File: config.mk
export PLATFORM = sky130hd
export DESIGN_NAME = encrypt_core
export DESIGN_NICKNAME = d
export VERILOG_FILES = /design/src/rtl/encrypt_core.sv
export SDC_FILE = /design/constraint.sdc
export NUM_CORES = 1
export LEC_CHECK = 0
export ABC_AREA = 1
export CAP_MARGIN = 20
export CORE_ASPECT_RATIO = 0.9
export CORE_MARGIN = 1
export CORE_UTILIZATION = 30
export CTS_CLUSTER_DIAMETER = 150
export CTS_CLUSTER_SIZE = 16
export DETAILED_ROUTE_END_ITERATION = 16
export GPL_ROUTABILITY_DRIVEN = 0
export PLACE_DENSITY = 0.49
export SETUP_SLACK_MARGIN = 0.02
export SLEW_MARGIN = 20
export SYNTH_ARGS = -nofsm -noshare
export SYNTH_HDL_FRONTEND = slang
export SYNTH_SLANG_ARGS = --single-unit
File: constraint.sdc
create_clock -name clk -period 6.25 [get_ports clk]
set_input_delay 0.9375 -clock clk [delete_from_list [all_inputs] [get_ports clk]]
set_output_delay 0.9375 -clock clk [all_outputs]
set_load 0.02 [all_outputs]
File: src/rtl/encrypt_core.sv
// encrypt_core: iterative SPECK block cipher, one round per clock with an on-the-fly key schedule.
// The ciphertext register only updates on the final round, so it never exposes intermediate state.
module encrypt_core #(
    parameter int BLOCK_SIZE = 64,
    parameter int KEY_SIZE   = 128,
    parameter int NR_ROUNDS  = 32
) (
    input  logic                clk,
    input  logic                rst_n,
    input  logic                start,
    input  logic [KEY_SIZE-1:0] plaintext,
    input  logic [KEY_SIZE-1:0] key,
    output logic [KEY_SIZE-1:0] ciphertext,
    output logic                active,
    output logic                ready
);
    localparam int CW = $clog2(NR_ROUNDS + 1);
    typedef enum logic [1:0] {IDLE, RUN, DONE} state_t;
    state_t                state_q, state_d;
    logic [BLOCK_SIZE-1:0] x_q, x_d, y_q, y_d, l_q, l_d, k_q, k_d;
    logic [BLOCK_SIZE-1:0] x_new, y_new, l_new, k_new;
    logic [CW-1:0]         ctr_q, ctr_d;
    logic [KEY_SIZE-1:0]   ct_q, ct_d;
    function automatic logic [BLOCK_SIZE-1:0] ror8(input logic [BLOCK_SIZE-1:0] v);
        return {v[7:0], v[BLOCK_SIZE-1:8]};
    endfunction
    function automatic logic [BLOCK_SIZE-1:0] rol3(input logic [BLOCK_SIZE-1:0] v);
        return {v[BLOCK_SIZE-4:0], v[BLOCK_SIZE-1:BLOCK_SIZE-3]};
    endfunction
    assign x_new = (ror8(x_q) + y_q) ^ k_q;
    assign y_new = rol3(y_q) ^ x_new;
    assign l_new = (ror8(l_q) + k_q) ^ BLOCK_SIZE'(ctr_q);
    assign k_new = rol3(k_q) ^ l_new;
    assign ciphertext = ct_q;
    assign active = state_q == RUN;
    assign ready = state_q == DONE;
    always_comb begin
        state_d = state_q;
        x_d = x_q;
        y_d = y_q;
        l_d = l_q;
        k_d = k_q;
        ctr_d = ctr_q;
        ct_d = ct_q;
        case (state_q)
            IDLE: if (start) begin
                state_d = RUN;
                x_d = plaintext[KEY_SIZE-1:BLOCK_SIZE];
                y_d = plaintext[BLOCK_SIZE-1:0];
                l_d = key[KEY_SIZE-1:BLOCK_SIZE];
                k_d = key[BLOCK_SIZE-1:0];
                ctr_d = '0;
            end
            RUN: begin
                x_d = x_new;
                y_d = y_new;
                l_d = l_new;
                k_d = k_new;
                ctr_d = ctr_q + 1'b1;
                if (ctr_q == CW'(NR_ROUNDS - 1)) begin
                    state_d = DONE;
                    ct_d = {x_new, y_new};
                end
            end
            default: state_d = IDLE;
        endcase
    end
    always_ff @(posedge clk or negedge rst_n) begin
        if (!rst_n) begin
            state_q <= IDLE;
            x_q <= '0;
            y_q <= '0;
            l_q <= '0;
            k_q <= '0;
            ctr_q <= '0;
            ct_q <= '0;
        end else begin
            state_q <= state_d;
            x_q <= x_d;
            y_q <= y_d;
            l_q <= l_d;
            k_q <= k_d;
            ctr_q <= ctr_d;
            ct_q <= ct_d;
        end
    end
endmodule
-- Word level (Yosys, flattened, before mapping)
Index checks and enable logic that the tools add are counted.
- bits in registers: 392
- input port bits: 259
- word-level logic and storage cells: 37
- add/subtract/negate cells: 3
- eq/ne operators: 5
- multiplexer cells: 13
- bitwise gates (word level): 4
- reduce and logical (&&, ||, !) cells: 5
- operator list (operator ; number):
    one-hot mux 64 bit (2 select lines) ; 4
    two-way mux 64 bit ; 4
    bitwise XOR 64 bit ; 3
    adder 64 bit ; 2
    bitwise XOR 64 x 6 -> 64 bit ; 1
    one-hot mux 6 bit (2 select lines) ; 1
    adder 6 x 1 -> 6 bit, second input constant ; 1
    equality test 6 x 5 -> 1 bit, second input constant ; 1
    two-way mux 6 bit ; 1
    AND reduction 2 bit ; 3
    two-way mux 2 bit ; 2
    one-hot mux 2 bit (2 select lines) ; 1
    equality test 2 x 1 -> 1 bit, second input constant ; 1
    equality test 2 bit, second input constant ; 1
    logical NOT 2 bit ; 1
    inequality test 2 x 1 -> 1 bit, second input constant ; 1
    inequality test 2 bit, second input constant ; 1
    nonzero test 2 bit ; 1

-- Longest topological paths before layout
Gate-level depths: netlist of run 1.
- word-level depth: 4
- gate-level depth with buffers: 20

-- Least setup slack after synthesis of run 1
Ideal clock, no wire load.
- kind: register to register
- start point: register k_q[0]
- end point: register k_q[60]
- arrival time: 2.127 ns
- data required time: 6.133 ns
- path slack: 4.006 ns
- stages on the path, launching flop included: 20
- clock period less this slack: 2.244 ns
- cells stage by stage: dfrtp_1 -> ha_1 -> inv_1 -> fa_1 -> inv_1 -> nand3_1 -> nand2_2 -> nand2_1 -> nand2_2 -> nand2_1 -> nand2_1 -> nand3_1 -> nand2_1 -> nand2_1 -> nand2_1 -> nand2_1 -> nand2_1 -> nand2_1 -> nand3_1 -> nand2_1
- cells in the longest elaborated chain, start to end: 4
- ends and longest elaborated chain (what ; RTL line ; source):
    from (decl) ; 20 ; logic [BLOCK_SIZE-1:0] x_q, x_d, y_q, y_d, l_q, l_d, k_q, k_d;
    from (signal assigned) ; 82 ; k_q <= k_d;
    adder 64 bit ; 32 ; assign l_new = (ror8(l_q) + k_q) ^ BLOCK_SIZE'(ctr_q);
    bitwise XOR 64 x 6 -> 64 bit ; 32 ;
    bitwise XOR 64 bit ; 33 ; assign k_new = rol3(k_q) ^ l_new;
    one-hot mux 64 bit (2 select lines) ; 45 ; case (state_q)
No other way between the ends.
A chain may end at the register's enable or synchronous reset.

-- Worst setup path in the final report of run 1
- start point: register state_q[0]
- end point: output port active
- cells in the longest elaborated chain, start to end: 1
- ends and longest elaborated chain (what ; RTL line ; source):
    from (decl) ; 19 ; state_t state_q, state_d;
    from (signal assigned) ; 78 ; state_q <= state_d;
    equality test 2 x 1 -> 1 bit ; 35 ; assign active = state_q == RUN;
    to (decl) ; 14 ; output logic active,
No other way between the ends.

==> results of run 1 <==
-- metrics by stage --
step | std cells | cell area [µm²] | util, %
2_1_floorplan | 4630 | 29900 | -
3_3_place_gp | 6252 | 35100 | 35.7
6_report | 6283 | 35900 | 36.4
4_1_cts | 6282 | 35900 | 36.4
3_5_place_dp | 6252 | 35100 | 35.7
5_1_grt | 6282 | 35900 | 36.4
-- synthesized netlist by cell type (14+ instances only) --
library cell,count,area share (%)
nand2_1,1891,24
inv_1,670,8.4
dfrtp_1,392,33
nand3_1,387,6.5
nor2_1,261,3.3
o21ai_0,158,2.6
a21oi_1,143,2.4
ha_1,127,5.3
xor2_1,104,3.0
o211ai_1,87,2.2
clkbuf_1,66,0.83
xnor2_1,61,1.8
nand3b_1,36,0.90
buf_2,27,0.45
nand4_1,24,0.50
o21bai_1,24,0.60
nor3_1,20,0.33
nand2_2,15,0.31
buf_1,14,0.18
nor2_2,14,0.29
-- how the worst max path moves through the flow --
stage / to / slack [ps]
5_1_grt: active / 1920
6_report: active / 2070
3_3_place_gp: active / 2700
3_5_place_dp: active / 2680
2_1_floorplan: k_q[60]$_DFFE_PN0P_ / 4010
4_1_cts: active / 2010
-- worst max-delay path: cells and delay by family (launching register included) --
kind | cells | cell delay, ps
buffers and inverters | 4 | 2080
and+or+nand+nor | 1 | 110
DFF | 1 | 420
-- kinds of logic (layout without fill, tap and decap cells) --
| kind of cell | Yosys count | after routing |
|---|---|---|
| AND/OR/NAND/NOR | 2680 | 2680 |
| AO/OA/AOI/OAI | 456 | 456 |
| adder cells (fa/ha/maj) | 129 | 129 |
| buffers and inverters | 795 | 1115 |
| other | 0 | 1 |
| flip-flops | 392 | 392 |
| XOR/XNOR | 178 | 178 |
-- layout make-up --
| type | instances | area, µm² |
|---|---|---|
| Antenna cell | 1 | 2.50 |
| Clock inverter | 1 | 8.76 |
| Tap cell | 1332 | 1670 |
| Multi-Input combinational cell | 3443 | 17000 |
| Sequential cell | 392 | 9810 |
| Fill cell | 10891 | 62600 |
| Inverter | 680 | 2560 |
| Timing Repair Buffer | 405 | 4090 |
| Clock buffer | 29 | 726 |
-- per-layer routing --
| metal | track usage, % | vias to the layer above | wire length (µm) |
|---|---|---|---|
| met4 | 4.04 | 2 | 2210 |
| met2 | 38.5 | 1089 | 56000 |
| met3 | 3.83 | 87 | 9860 |
| li1 | - | 15087 | - |
| met5 | 0 | - | 12 |
| met1 | 37.1 | 14429 | 61800 |
-- flip-flops by register name, summed over array words and instances, names as in the netlist --
signal	cells
k_q	64
l_q	64
x_q	64
y_q	64
ctr_q	6
state_q	2
ciphertext	128
==> impl_metrics.ini, run 1 <==
[run_status]
status = finished clean

[yosys]
syn-cell-area_mm2 = 0.0299
ys.flop_type = dfrtp_1
synth_edf_count = 0
synth_top_family_by_area = simple AND/OR/NAND/NOR gates
async_reset_ff_share_pct = 100
synth-compound-area-share_pct = 8.92
seq_area_frac_synth_pct = 32.8
muxShareOfSynthArea_pct = 0
synth_xor_area_share_pct = 5.65
yosys.area_share.adder_pct = 5.45
synthSimpleGateAreaFrac_pct = 36.9
ys_ff_latch = 392
yosys_warnings = 0
synth_cell_types = 45
avgSynthCellArea_um2 = 6.46
syn_nets = 5018
synth_cells = 4630

[place]
pre_cts_slack_ps = 2680
dp_hpwl_mm = 105
io_buffers = 388

[worst_setup_path]
cp-startpoint = state_q[0]$_DFFE_PN0P_
worst_setup_path_end_kind = output port
worstPathMaxFanout = 65
r2r_slack_ps = 3060
crit_arrival_ps = 3240
worstRegToRegCells = 17
cp_slowest_stage_delay_ps = 730
worstPathRequired_ps = 5310
r2r-start = k_q[0]$_DFFE_PN0P_
cp_slowest_cell = clkdlybuf4s50_1
crit_type = flip-flop to output port
path_cells = inv_2, nor2_4, buf_4, buf_4, clkdlybuf4s50_1
startpoint_type = flip-flop
r2r_end = k_q[52]$_DFFE_PN0P_
timing.critical_path.mode_cell = buf_4

[timing]
hold-worst-slack_ps = 206
period_needed_ps = 4180
timing.setup.tns_ps = 0
hold_viol = 0
fin_skew_ps = 30.9
setup_ws_ps = 2070
setup_viol_count_final = 0
max-slew-margin-rel_pct = 24.7
worst_slew_pin_slew_ps = 1130
min_period_over_period_pct = 66.9
grt_setup_unrepaired = false
drv_slew = 0
max_freq_mhz = 239

[clock_tree]
cts_hold_buffers = 0
clock_sinks = 392
cts_tree = yes
post_cts_buffers = 0
cts_inserted_buffers = 28
cts_buffer_depth = 3
cts_root_buffer = clkbuf_16
clk_pin_slew_ps = 80
htreeDepth = 1
clk_latency_ps = 630
postCtsResizedCells = 0

[drt]
firstDrtPassIters = 6
vias = 30694
drt-initial-drc-count = 2705
drc = 0
wl_mm = 130
vias_per_cell = 4.89
ant_nets = 0
routedWlPerCell_um = 20.7

[grt]
grt_pass1_wl_mm = 188
track_usage_pct = 25.0
grt_max_degree = 207
grt_pass1_vias = 28254
grt_overflow = 0
grt_antenna_before_repair = 3

[layout]
layout.nets = 5338
final_common_cell = nand2_1
syn2layout_area_growth_pct = 20.0
final_cell_mix = nand2_1 (1891), inv_1 (670), dfrtp_1 (392)
drive_gt1_share_pct = 2.46

[floorplanning]
start_util_pct = 30.4
die-area_mm2 = 0.101
die_x_um = 335
coreArea_mm2 = 0.0985
ios = 389
die_y_um = 301
rows = 109

[flow_run]
drv_cap = 0

[min_path]
min_path_type = primary input to async pin
Power of run 1 is left out: the tool's default activity adds up to more than one toggle a clock period on the data nets, which glitch-free logic cannot reach.
==> run 2, diff against run 1 <==
--- a/config.mk
+++ b/config.mk
@@ -14,7 +14,7 @@
 export CTS_CLUSTER_SIZE = 16
 export DETAILED_ROUTE_END_ITERATION = 16
 export GPL_ROUTABILITY_DRIVEN = 0
-export PLACE_DENSITY = 0.49
+export PLACE_DENSITY = 0.5
 export SETUP_SLACK_MARGIN = 0.02
 export SLEW_MARGIN = 20
 export SYNTH_ARGS = -nofsm -noshare
==> constraint.sdc (replaced) <==
create_clock -name clk -period 3.8 [get_ports clk]
set_input_delay 0.57 -clock clk [delete_from_list [all_inputs] [get_ports clk]]
set_output_delay 0.57 -clock clk [all_outputs]
set_load 0.02 [all_outputs]
==> impl_metrics.ini, run 2 (synthesized netlist as in run 1, its figures left out) <==
[clock_tree]
clk_latency_ps = 640
clock_sinks = 392
post_cts_buffers = 0
clk_pin_slew_ps = 80
htreeDepth = 1
cts_inserted_buffers = 28
cts_tree = yes
cts_root_buffer = clkbuf_16
cts_buffer_depth = 3

[layout]
layout.nets = 5359
final_cell_mix = nand2_1 (1891), inv_1 (670), dfrtp_1 (392)
regArea_mm2 = 0.00981
largest_reg_flops = 128
fillers = 10850
drive_gt1_share_pct = 2.86
syn2layout_area_growth_pct = 20.9
multi_input_area_mm2 = 0.0170
diodes = 0
final_common_cell = nand2_1

[worst_setup_path]
worst_setup_path_end_kind = output port
worstPathRequired_ps = 3230
cp_slowest_stage_delay_ps = 730
worstPathBufferInverterCount = 3
path_cells = inv_2, nor2_4, buf_12, clkdlybuf4s50_1
crit_arrival_ps = 2650
worstPathMaxFanout = 122
cp_slowest_cell = clkdlybuf4s50_1
startpoint_type = flip-flop
crit_type = flip-flop to output port
cp_top_family = buffers and inverters

[drt]
vias = 30904
firstDrtPassIters = 6
routedWlPerCell_um = 21.0
drt-initial-drc-count = 3096
drc = 0
vias_per_cell = 4.90
wl_mm = 133
ant_nets = 0

[timing]
drv_slew = 0
max-slew-margin-rel_pct = 42.8
period_needed_ps = 3220
hold_viol = 0
setup_viol_count_final = 0
max_freq_mhz = 311
fin_skew_ps = 45.1
min_period_over_period_pct = 84.6
timing.setup.tns_ps = 0
worst_slew_pin_slew_ps = 856
grt_setup_unrepaired = false

[flow_run]
drv_cap = 0

[floorplanning]
start_util_pct = 30.4
die_x_um = 335
ios = 389
coreArea_mm2 = 0.0985
rows = 109
die-area_mm2 = 0.101
die_y_um = 301

[place]
io_buffers = 388
dp_hpwl_mm = 108

[grt]
grt_pass1_wl_mm = 192
grt_max_degree = 123
grt_overflow = 0
grt_antenna_before_repair = 1
grt_pass1_vias = 28656
track_usage_pct = 25.6

[min_path]
min_path_type = flip-flop to flip-flop

[run_status]
status = finished clean
[run 2: layout make-up]
type,instances,share of cell area (%)
sequential,392,27.1
tap,1332,4.61
timing repair buffer,426,12.0
multi-input combinational,3443,47.1
inverter,680,7.08
clock buffer,28,1.94
clock inverter,2,0.0693
[run 2: routing by layer]
layer / vias up / share of wire [%] / global-route usage (%)
met5: - / 0.0098 / 0
met4: 2 / 2.1 / 4.72
met3: 96 / 7.7 / 3.72
met2: 1147 / 43 / 39.6
met1: 14529 / 47 / 37.7
li1: 15130 / - / -
[run 2: path summary, 6_finish.rpt]
check                                            from  cells after the start                          to  slack (ps)
setup / recovery               state_q[0]$_DFFE_PN0P_                      4                      active         580
hold / removal             ciphertext[64]$_DFFE_PN0P_                      2  ciphertext[64]$_DFFE_PN0P_         480
setup reg to reg                  y_q[16]$_DFFE_PN0P_                     14  ciphertext[52]$_DFFE_PN0P_         690
hold reg to reg            ciphertext[64]$_DFFE_PN0P_                      2  ciphertext[64]$_DFFE_PN0P_         480
max in group asynchronous                       rst_n                      3  ciphertext[35]$_DFFE_PN0P_        2390
min in group asynchronous                       rst_n                      2         l_q[16]$_DFFE_PN0P_         500
[run 2: repair_timing]
| action | in CTS | in global routing |
|---|---|---|
| resized for setup | 0 | 0 |
| endpoints found under the hold margin | 50 | 0 |
| hold buffers | 1 | 0 |
[run 2: worst min-delay path: stages, from the launching register on]
cell	delay (ps)
dfrtp_1	350
nand2_1	50
nand2_1	50
[run 2: stage by stage]
stage	area (µm²)	worst slack, ps	utilization [%]	cells	hold slack [ps]
finish	36100	583	36.7	6303	476
global route	36100	512	36.7	6303	506
CTS	36100	568	36.7	6303	458
detailed placement	35400	838	36.0	6272	461
global placement	35400	862	36.0	6272	458
floorplan	29900	1560	-	4630	274
Power of run 2 is left out for the same reason.
